<file path="config.mk">
export PLATFORM = sky130hd
export DESIGN_NAME = ysyx_23060203_ifu
export DESIGN_NICKNAME = d
export VERILOG_FILES = /design/src/rtl/ysyx_23060203_ifu.sv
export SDC_FILE = /design/constraint.sdc
export NUM_CORES = 1
export LEC_CHECK = 0
export ABC_CLOCK_PERIOD_IN_PS = 1400
export BUFFER_PORTS_ARGS = -buffer_cell sky130_fd_sc_hd__buf_2
export CORE_MARGIN = 8
export CORE_UTILIZATION = 38
export CTS_CLUSTER_SIZE = 10
export DETAILED_ROUTE_END_ITERATION = 7
export PLACE_DENSITY = 0.87
export SETUP_SLACK_MARGIN = 0.05
export SLEW_MARGIN = 20
export SYNTH_ARGS = -nofsm -noshare
export SYNTH_HDL_FRONTEND = slang
export SYNTH_SLANG_ARGS = --single-unit
export TNS_END_PERCENT = 50
</file>
<file path="constraint.sdc">
create_clock -name clk -period 1.4 [get_ports clk]
set_input_delay 0.14 -clock clk [delete_from_list [all_inputs] [get_ports clk]]
set_output_delay 0.14 -clock clk [all_outputs]
set_load 0.02 [all_outputs]
</file>
<file path="src/rtl/ysyx_23060203_ifu.sv">
// Instruction fetch unit: holds the PC, issues one fetch at a time over a valid/ready
// memory port and hands the instruction, its PC and a fault code to the decoder.
module ysyx_23060203_ifu #(
    parameter int              XLEN     = 32,
    parameter logic [XLEN-1:0] RESET_PC = 32'h8000_0000
) (
    input  logic            clk,
    input  logic            rstn,
    output logic            imem_req_valid,
    input  logic            imem_req_ready,
    output logic [XLEN-1:0] imem_req_addr,
    input  logic            imem_resp_valid,
    output logic            imem_resp_ready,
    input  logic [XLEN-1:0] imem_resp_data,
    input  logic            imem_resp_err,
    output logic            out_valid,
    input  logic            out_ready,
    output logic [XLEN-1:0] out_inst,
    output logic [XLEN-1:0] out_pc,
    output logic [1:0]      out_fault,
    input  logic            next_valid,
    input  logic [XLEN-1:0] next_pc
);

    typedef enum logic [2:0] {
        IDLE,
        REQ,
        RESP,
        OUT,
        NEXT
    } state_t;

    localparam logic [1:0] FAULT_NONE      = 2'b00;
    localparam logic [1:0] FAULT_ACCESS    = 2'b01;
    localparam logic [1:0] FAULT_MISALIGN  = 2'b10;

    state_t          state;
    logic [XLEN-1:0] pc;
    logic [XLEN-1:0] inst_q;
    logic [1:0]      fault_q;

    // Handshake strobes decode the state register directly, so they change only on clock edges.
    assign imem_req_valid  = (state == REQ);
    assign imem_resp_ready = (state == RESP);
    assign out_valid       = (state == OUT);
    assign imem_req_addr   = pc;
    assign out_pc          = pc;
    assign out_inst        = inst_q;
    assign out_fault       = fault_q;

    always_ff @(posedge clk) begin
        if (!rstn) begin
            state   <= IDLE;
            pc      <= RESET_PC;
            inst_q  <= '0;
            fault_q <= FAULT_NONE;
        end else begin
            case (state)
                IDLE: state <= REQ;
                REQ: begin
                    if (imem_req_ready) state <= RESP;
                end
                RESP: begin
                    if (imem_resp_valid) begin
                        state <= OUT;
                        if (imem_resp_err) begin
                            inst_q  <= '0;
                            fault_q <= FAULT_ACCESS;
                        end else begin
                            inst_q  <= imem_resp_data;
                            fault_q <= FAULT_NONE;
                        end
                    end
                end
                OUT: begin
                    if (out_ready) state <= NEXT;
                end
                NEXT: begin
                    if (next_valid) begin
                        pc <= next_pc;
                        // A misaligned target never reaches memory; the fault goes straight to the decoder.
                        if (next_pc[1:0] == 2'b00) begin
                            state <= REQ;
                        end else begin
                            inst_q  <= '0;
                            fault_q <= FAULT_MISALIGN;
                            state   <= OUT;
                        end
                    end
                end
                default: state <= IDLE;
            endcase
        end
    end

endmodule

</file>
# --- Yosys cells after proc, flatten, opt, wreduce, memory -nomap -nowiden ---
# Cells that the tools add are included.
totals:
  reg_bits: 69
  in_bits: 71
  elab_cells: 35
op_classes:
  eq_ne: 9
  mux: 16
  n_reduce_logical: 6
op_table:
  columns: ["cell", "n"]
  rows:
  - ["$mux W32", 4]
  - ["$pmux W32 S2", 1]
  - ["$pmux W3 S5", 1]
  - ["$mux W3", 4]
  - ["$mux W2", 4]
  - ["$reduce_and A4 Y1", 2]
  - ["$eq A3 B2 Y1 const B", 2]
  - ["$ne A2 B2 Y1 const B", 3]
  - ["$ne A2 B1 Y1 const B", 2]
  - ["$pmux W2 S2", 1]
  - ["$eq A3 B1 Y1 const B", 1]
  - ["$eq A3 B3 Y1 const B", 1]
  - ["$logic_not A3 Y1", 1]
  - ["$logic_not A2 Y1", 1]
  - ["$reduce_and A2 Y1", 1]
  - ["$reduce_bool A2 Y1", 1]
  - ["$mux W1", 1]

# --- Logic depth before layout (Yosys ltp) ---
# Gate-level depths: netlist (run 1).
depth:
  depth_word: 4
  mapped_depth: 5
  ltp_nobuf: 3

# --- Worst setup path before layout (run 1) ---
# OpenSTA, ideal clock, no wires.
synth_path:
  kind: "register to register"
  startpoint: "register state[0]"
  endpoint: "register inst_q[10], in the netlist out_inst[10]"
  arrival_time_ns: 1.259
  t_required_ns: 1.283
  path_slack_ns: 0.024
  stages_incl_launch_ff: 6
  n_path_buf: 2
  period_less_slack_ns: 1.376
  cell_sequence: "dfxtp_1 nand4bb_1 buf_2 o211a_4 buf_6 a22o_1"
synth_between:
  elab_chain_cells: 3
  word_cells_on_any_way: 8
  classes_between: "5 x eq/ne; 1 x mux; 2 x reduce/logical"
synth_rtl:
  columns: ["item", "line_no", "source"]
  rows:
  - ["start, declared", "37", "state_t state;"]
  - ["start signal, assigned", "53", "state <= IDLE;"]
  - ["start signal, assigned", "59", "IDLE: state <= REQ;"]
  - ["start signal, assigned", "61", "if (imem_req_ready) state <= RESP;"]
  - ["$eq A3 B3 Y1 or $eq A3 B2 Y1 (tied branches)", "58", "case (state)"]
  - ["$ne A2 B2 Y1 (no source line) or $reduce_bool A2 Y1 (tied branches)", null, null]
  - ["$reduce_and A4 Y1 (no source line)", null, null]
  - ["end signal, assigned", "70", "inst_q <= imem_resp_data;"]
  - ["end, declared", "39", "logic [XLEN-1:0] inst_q;"]
# Parallel ways exist; a longest one is shown, timed or not.
# A chain may end at the register's enable or synchronous reset.

# --- Final worst setup path (run 1) ---
layout_path:
  startpoint: "register state[2]"
  endpoint: "output imem_req_valid"
layout_between:
  elab_chain_cells: 1
layout_rtl:
  columns: ["item", "line_no", "source"]
  rows:
  - ["$eq A3 B1 Y1", "43", "assign imem_req_valid = (state == REQ);"]
  - ["end, declared", "9", "output logic imem_req_valid,"]
# Every way passes these cells.

==> impl_metrics.json, run 1 <==
{
  "outcome": "completed",
  "seq_area_mm2": 0.001390,
  "finalHoldViolCount": 0,
  "grt_pass1_vias": 2627,
  "syn-cell-area_mm2": 0.002619,
  "cts_made_buffers": 9,
  "clk_path_buf_depth": 2,
  "power.leakage_nw": 1.904,
  "ys_async_sr_fraction": 0,
  "num_vias": 2493,
  "ys_seq_elements": 69,
  "critical_path_class": "reg2out",
  "clockRootBuffer": "clkbuf_8",
  "hold_path_class": "in2reg",
  "hpwl_mm": 5.962,
  "fp.dieH_um": 99.02,
  "fin_worst_skew_ns": 0.01038,
  "multi_input_area_um2": 984.7,
  "num_antenna_cells": 0,
  "synth_cell_types": 29,
  "ys.flop_type": "dfxtp_1",
  "viasPerCell": 4.785,
  "cts_tree": "built",
  "synth_top_cell_area_share": 0.5275,
  "slew_headroom": 0.7549,
  "coreArea_mm2": 0.006719,
  "syn-num-nets": 349,
  "finalCriticalPeriod_ns": 1.367,
  "final.setup.worst_slack_ns": 0.03349,
  "ir_drop_mv": 0.6696,
  "grt_max_degree": 33,
  "ys_warn_count": 0,
  "syn_area_per_cell_um2": 9.420,
  "io_pins": 172,
  "nFillCells": 546,
  "first_iter_violations": 45,
  "place_ws_ns": -0.01026,
  "synth_seq_area_share": 0.5275,
  "whs_ns": 0.02559,
  "final_core_util": 0.5797,
  "routed_wl_mm": 8.172,
  "fin_crit_sh": 0.9761,
  "postRouteAntennaNets": 0,
  "grt-ovfl-total": 0,
  "area_growth_pct": 48.73,
  "drcViolationCount": 0,
  "max_clock_freq_mhz": 731.8,
  "wl_per_cell_um": 15.69,
  "cts_sinks": 69,
  "crit_fanout": 4,
  "place_congestion": 0.8318,
  "worstSkewPairLatency_ns": 0.33,
  "synth-edff-count": 0,
  "worst-slew-pin-transition_ns": 0.3676,
  "dp.cells": 488,
  "start_util": 0.3898,
  "power-per-cell-area_mw_per_mm2": 1178,
  "setup_violations": 0,
  "start_kind": "flop",
  "slew_violations": 0,
  "arrival_ns": 1.23,
  "htreeDepth": 3,
  "endpoint_kind": "output pin",
  "fp.dieW_um": 99.02,
  "antenna_found_initial": 0,
  "synthCells": 278,
  "layout-drive-gt1-share": 0.4898,
  "path_clk_slew_ns": 0.07,
  "final_net_count": 507,
  "dieArea_mm2": 0.009804,
  "grt_usage": 0.1627,
  "core.rowCount": 30,
  "synth_top_area_cell": "dfxtp_1",
  "grt_pass1_wl_mm": 12.90,
  "io_buffers": 171,
  "rsz0062_at_grt": "true",
  "drv_cap": 0,
  "synth_area_leaders": "dfxtp_1 (53%), a22o_1 (11%), buf_4 (10%)",
  "post_cts_buffers": 0,
  "fin_cells": 521,
  "cp.required_ns": 1.26,
  "first_pass_iters": 4
}
[worst max-delay path, stage by stage, from the launching register on]
cell and delay [ns]:
dfxtp_2 0.36, buf_6 0.14, nor2b_4 0.12, nor2b_4 0.16, buf_6 0.12
[cells in the final DEF (no fill, tap or decap), drive strengths merged, types with 4 or more instances in the layout]
master         n
clkbuf        10
nor2b          4
a21oi         34
a22o          32
bufinv         4
dlygate4sd3   17
dfxtp         69
nand2         68
buf          180
[report_power, final]
part,total [mW],internal [mW],switching (mW)
combinational,0.415,0.219,0.196
clock,2.15,1.41,0.734
sequential,2.03,1.99,0.0341
[kinds of logic after synthesis]
kind of cell / Yosys count / share of synthesized area
and+or+nand+nor: 85 / 0.1448
DFF: 69 / 0.5275
buffers and inverters: 52 / 0.1352
AOI/OAI and AO/OA: 72 / 0.1925
[cell type report]
cell class              count  area share
inverters                   2    0.001927
repair buffers            197      0.2930
flip-flops and latches     69      0.3569
clock buffers              10     0.03534
clock inverters             6     0.03437
well taps                  80     0.02570
multi-input cells         157      0.2528
[cells in the mapped netlist, types with 2 or more instances]
master	count
a22o_1	32
buf_6	3
buf_4	35
nand2_1	68
clkbuf_1	7
nor2b_1	4
dfxtp_1	69
buf_2	4
a21oi_1	34
nand4bb_1	2
nor2_1	2
[timing repair]
| action | 4_1_cts | 5_1_grt |
|---|---|---|
| endpoints found under the hold margin | 17 | 0 |
| pin swaps | 0 | 5 |
| hold buffers | 17 | 0 |
| gates resized for setup | 11 | 14 |
| setup endpoints to repair | 35 | 43 |
[flip-flops by register name, summed over array words and instances, names as in the netlist]
register,count
state,3
out_inst,32
imem_req_addr,32
out_fault,2
[stage by stage]
step	area [µm²]	power, mW	TNS (ns)
floorplan	2620	2.225	0
global placement	3343	2.389	0
detailed placement	3343	2.399	-0.02492
CTS	3821	4.617	-0.08355
global route	3895	4.763	-0.07749
finish	3895	4.589	0
[final timing paths]
check	start	to	slack [ns]	cells past startpoint
worst min-delay path	imem_resp_data[25]	out_inst[25]	0.03	2
worst max-delay path	state[2]	imem_req_valid	0.03	4
worst min register to register	imem_req_addr[7]	imem_req_addr[7]	0.47	2
worst max register to register	state[1]	out_inst[13]	0.04	3
[per-layer routing]
metal / vias to the layer above / track usage / wire length, µm
li1: 1238 / - / -
met3: 13 / 0.06554 / 848
met4: 0 / 0.08146 / 130
met5: - / 0 / 0
met2: 128 / 0.2713 / 3962
met1: 1114 / 0.1743 / 3231
Power figures use the tool's default switching activity.
==> run 2: changes to the inputs <==
SETUP_SLACK_MARGIN = 0.2   (was 0.05)
==> run 2 against run 1 <==
Against the previous run:
- global-route usage increased by 1.1 points
- sequential power about the same
- clock skew shrank 0.0015 ns
==> impl_metrics.json, run 2 (synthesis results as in run 1) <==
{
  "outcome": "completed",
  "cp.required_ns": 1.26,
  "area_growth_pct": 56.66,
  "worst-slew-pin-transition_ns": 0.5352,
  "grt_pass1_wl_mm": 13.57,
  "cts_made_buffers": 9,
  "first_pass_iters": 4,
  "p_switching_mw": 0.9429,
  "power.leakage_nw": 1.987,
  "placed_area_mm2": 0.003343,
  "fp.dieH_um": 99.02,
  "finalCriticalPeriod_ns": 1.374,
  "postRouteAntennaNets": 0,
  "final_area_mm2": 0.004103,
  "endpoint_kind": "output pin",
  "setup_tns_ns": 0,
  "arrival_ns": 1.23,
  "clk_path_buf_depth": 2,
  "dp.cells": 488,
  "power-per-cell-area_mw_per_mm2": 954.4,
  "io_buffers": 171,
  "io_pins": 172,
  "hold_path_class": "in2reg",
  "wl_per_cell_um": 17.35,
  "slew_headroom": 0.6419,
  "power_mw": 3.916,
  "grt-ovfl-total": 0,
  "pwr-share-seq": 0.516,
  "cts_sinks": 69,
  "startpoint": "state[0]",
  "crit_fanout": 4,
  "first_iter_violations": 90,
  "grt_usage": 0.1736,
  "hold_start": "imem_resp_data[15]",
  "hold_depth": 2,
  "crit_slowest_cell": "dfxtp_4",
  "fp.dieW_um": 99.02,
  "p_clk_frac": 0.353,
  "critical_path_class": "reg2out",
  "rsz0062_at_grt": "true",
  "grt_max_degree": 33,
  "worstSkewPairLatency_ns": 0.33,
  "drcViolationCount": 0,
  "drv_cap": 0,
  "start_util": 0.3898,
  "final_net_count": 519,
  "cts_tree": "built",
  "core.rowCount": 30,
  "coreArea_mm2": 0.006719,
  "r2r_end": "imem_req_addr[27]",
  "htreeDepth": 3,
  "worstRegToRegCells": 6,
  "num_vias": 2637,
  "fin_crit_sh": 0.9813,
  "viasPerCell": 4.966,
  "ir_drop_mv": 0.4996,
  "dieArea_mm2": 0.009804,
  "start_kind": "flop",
  "hpwl_mm": 5.763,
  "setup_violations": 0,
  "r2r_slack_ns": 0.03,
  "final_core_util": 0.6106,
  "critical_path.cell_chain": "buf_6, nor2b_4, nor2b_1, buf_4",
  "path_clk_slew_ns": 0.07,
  "place_ws_ns": -0.02202,
  "num_antenna_cells": 0,
  "switching_share": 0.2408,
  "grt_pass1_vias": 2761,
  "combPwrFrac": 0.131,
  "slew_violations": 0,
  "whs_ns": 0.01714,
  "max_clock_freq_mhz": 727.9,
  "slowest_delay_ns": 0.37,
  "layout_commonest_cell": "buf_2",
  "finalHoldViolCount": 0,
  "final.setup.worst_slack_ns": 0.02611,
  "antenna_found_initial": 0,
  "layout-drive-gt1-share": 0.5565,
  "fin_cells": 531,
  "clockRootBuffer": "clkbuf_8",
  "routed_wl_mm": 9.214,
  "place_congestion": 0.7153,
  "final_cell_mix": "buf_2 (169), dfxtp_1 (66), nand2_1 (60), a22o_1 (32), a21oi_1 (18)",
  "r2r_start": "state[0]",
  "cp-endpoint": "imem_req_valid",
  "p_int_mw": 2.973,
  "fin_worst_skew_ns": 0.008859
}
-- run 2: cell count changes in the layout (fill, tap and decap cells not counted), moves of 4 or more --
cell,delta
a21oi_1,-10
a21oi_2,+10
dlygate4sd3_1,-8
buf_6,+7
nand2_1,-6
buf_4,+4
bufinv_16,-4
-- run 2: cell type report --
class,instances,area (µm²)
Sequential cell,69,1393
Inverter,2,7.507
Multi-Input combinational cell,160,1130
Tap cell,80,100.1
Clock inverter,2,10.01
Clock buffer,12,155.1
Fill cell,567,2616
Timing Repair Buffer,206,1308
-- run 2: repair_timing --
action	4_1_cts	5_1_grt
resized for setup	27	36
pin swaps	3	40
endpoints found under the setup margin	70	71
hold buffers	9	0
setup buffers	10	1
endpoints found under the hold margin	9	0
gates cloned	7	2
-- run 2: critical path: cells and delay by family, from the launching register on --
family	cells	cell delay [ns]
and+or+nand+nor	2	0.29
buffers and inverters	2	0.25
DFF	1	0.37
-- run 2: worst min-delay path by stage --
stage / to / slack (ns)
after detailed placement: out_inst[2] / 0.35
final: out_inst[15] / 0.02
after floorplan: imem_req_addr[31] / 0.21
after global placement: imem_req_addr[31] / 0.35
after global routing: out_inst[19] / 0.006
after CTS: out_inst[6] / 0.0004
-- run 2: power by group through the flow --
| stage | Clock [mW] | Sequential, mW | Combinational [mW] |
|---|---|---|---|
| finish | 1.38 | 2.02 | 0.514 |
| global route | 1.52 | 2.02 | 0.545 |
| CTS | 1.44 | 2.02 | 0.469 |
| detailed placement | 0 | 2.06 | 0.344 |
| global placement | 0 | 2.06 | 0.337 |
| floorplan | 0 | 2.08 | 0.145 |
-- run 2: routing by layer --
layer	GRT usage	routed length (µm)	part of all wire	vias up
met5	0	0	0	-
met4	0.07202	141	0.015	0
met3	0.06413	819	0.089	19
met2	0.3051	4672	0.51	129
met1	0.1819	3580	0.39	1212
li1	-	-	-	1277
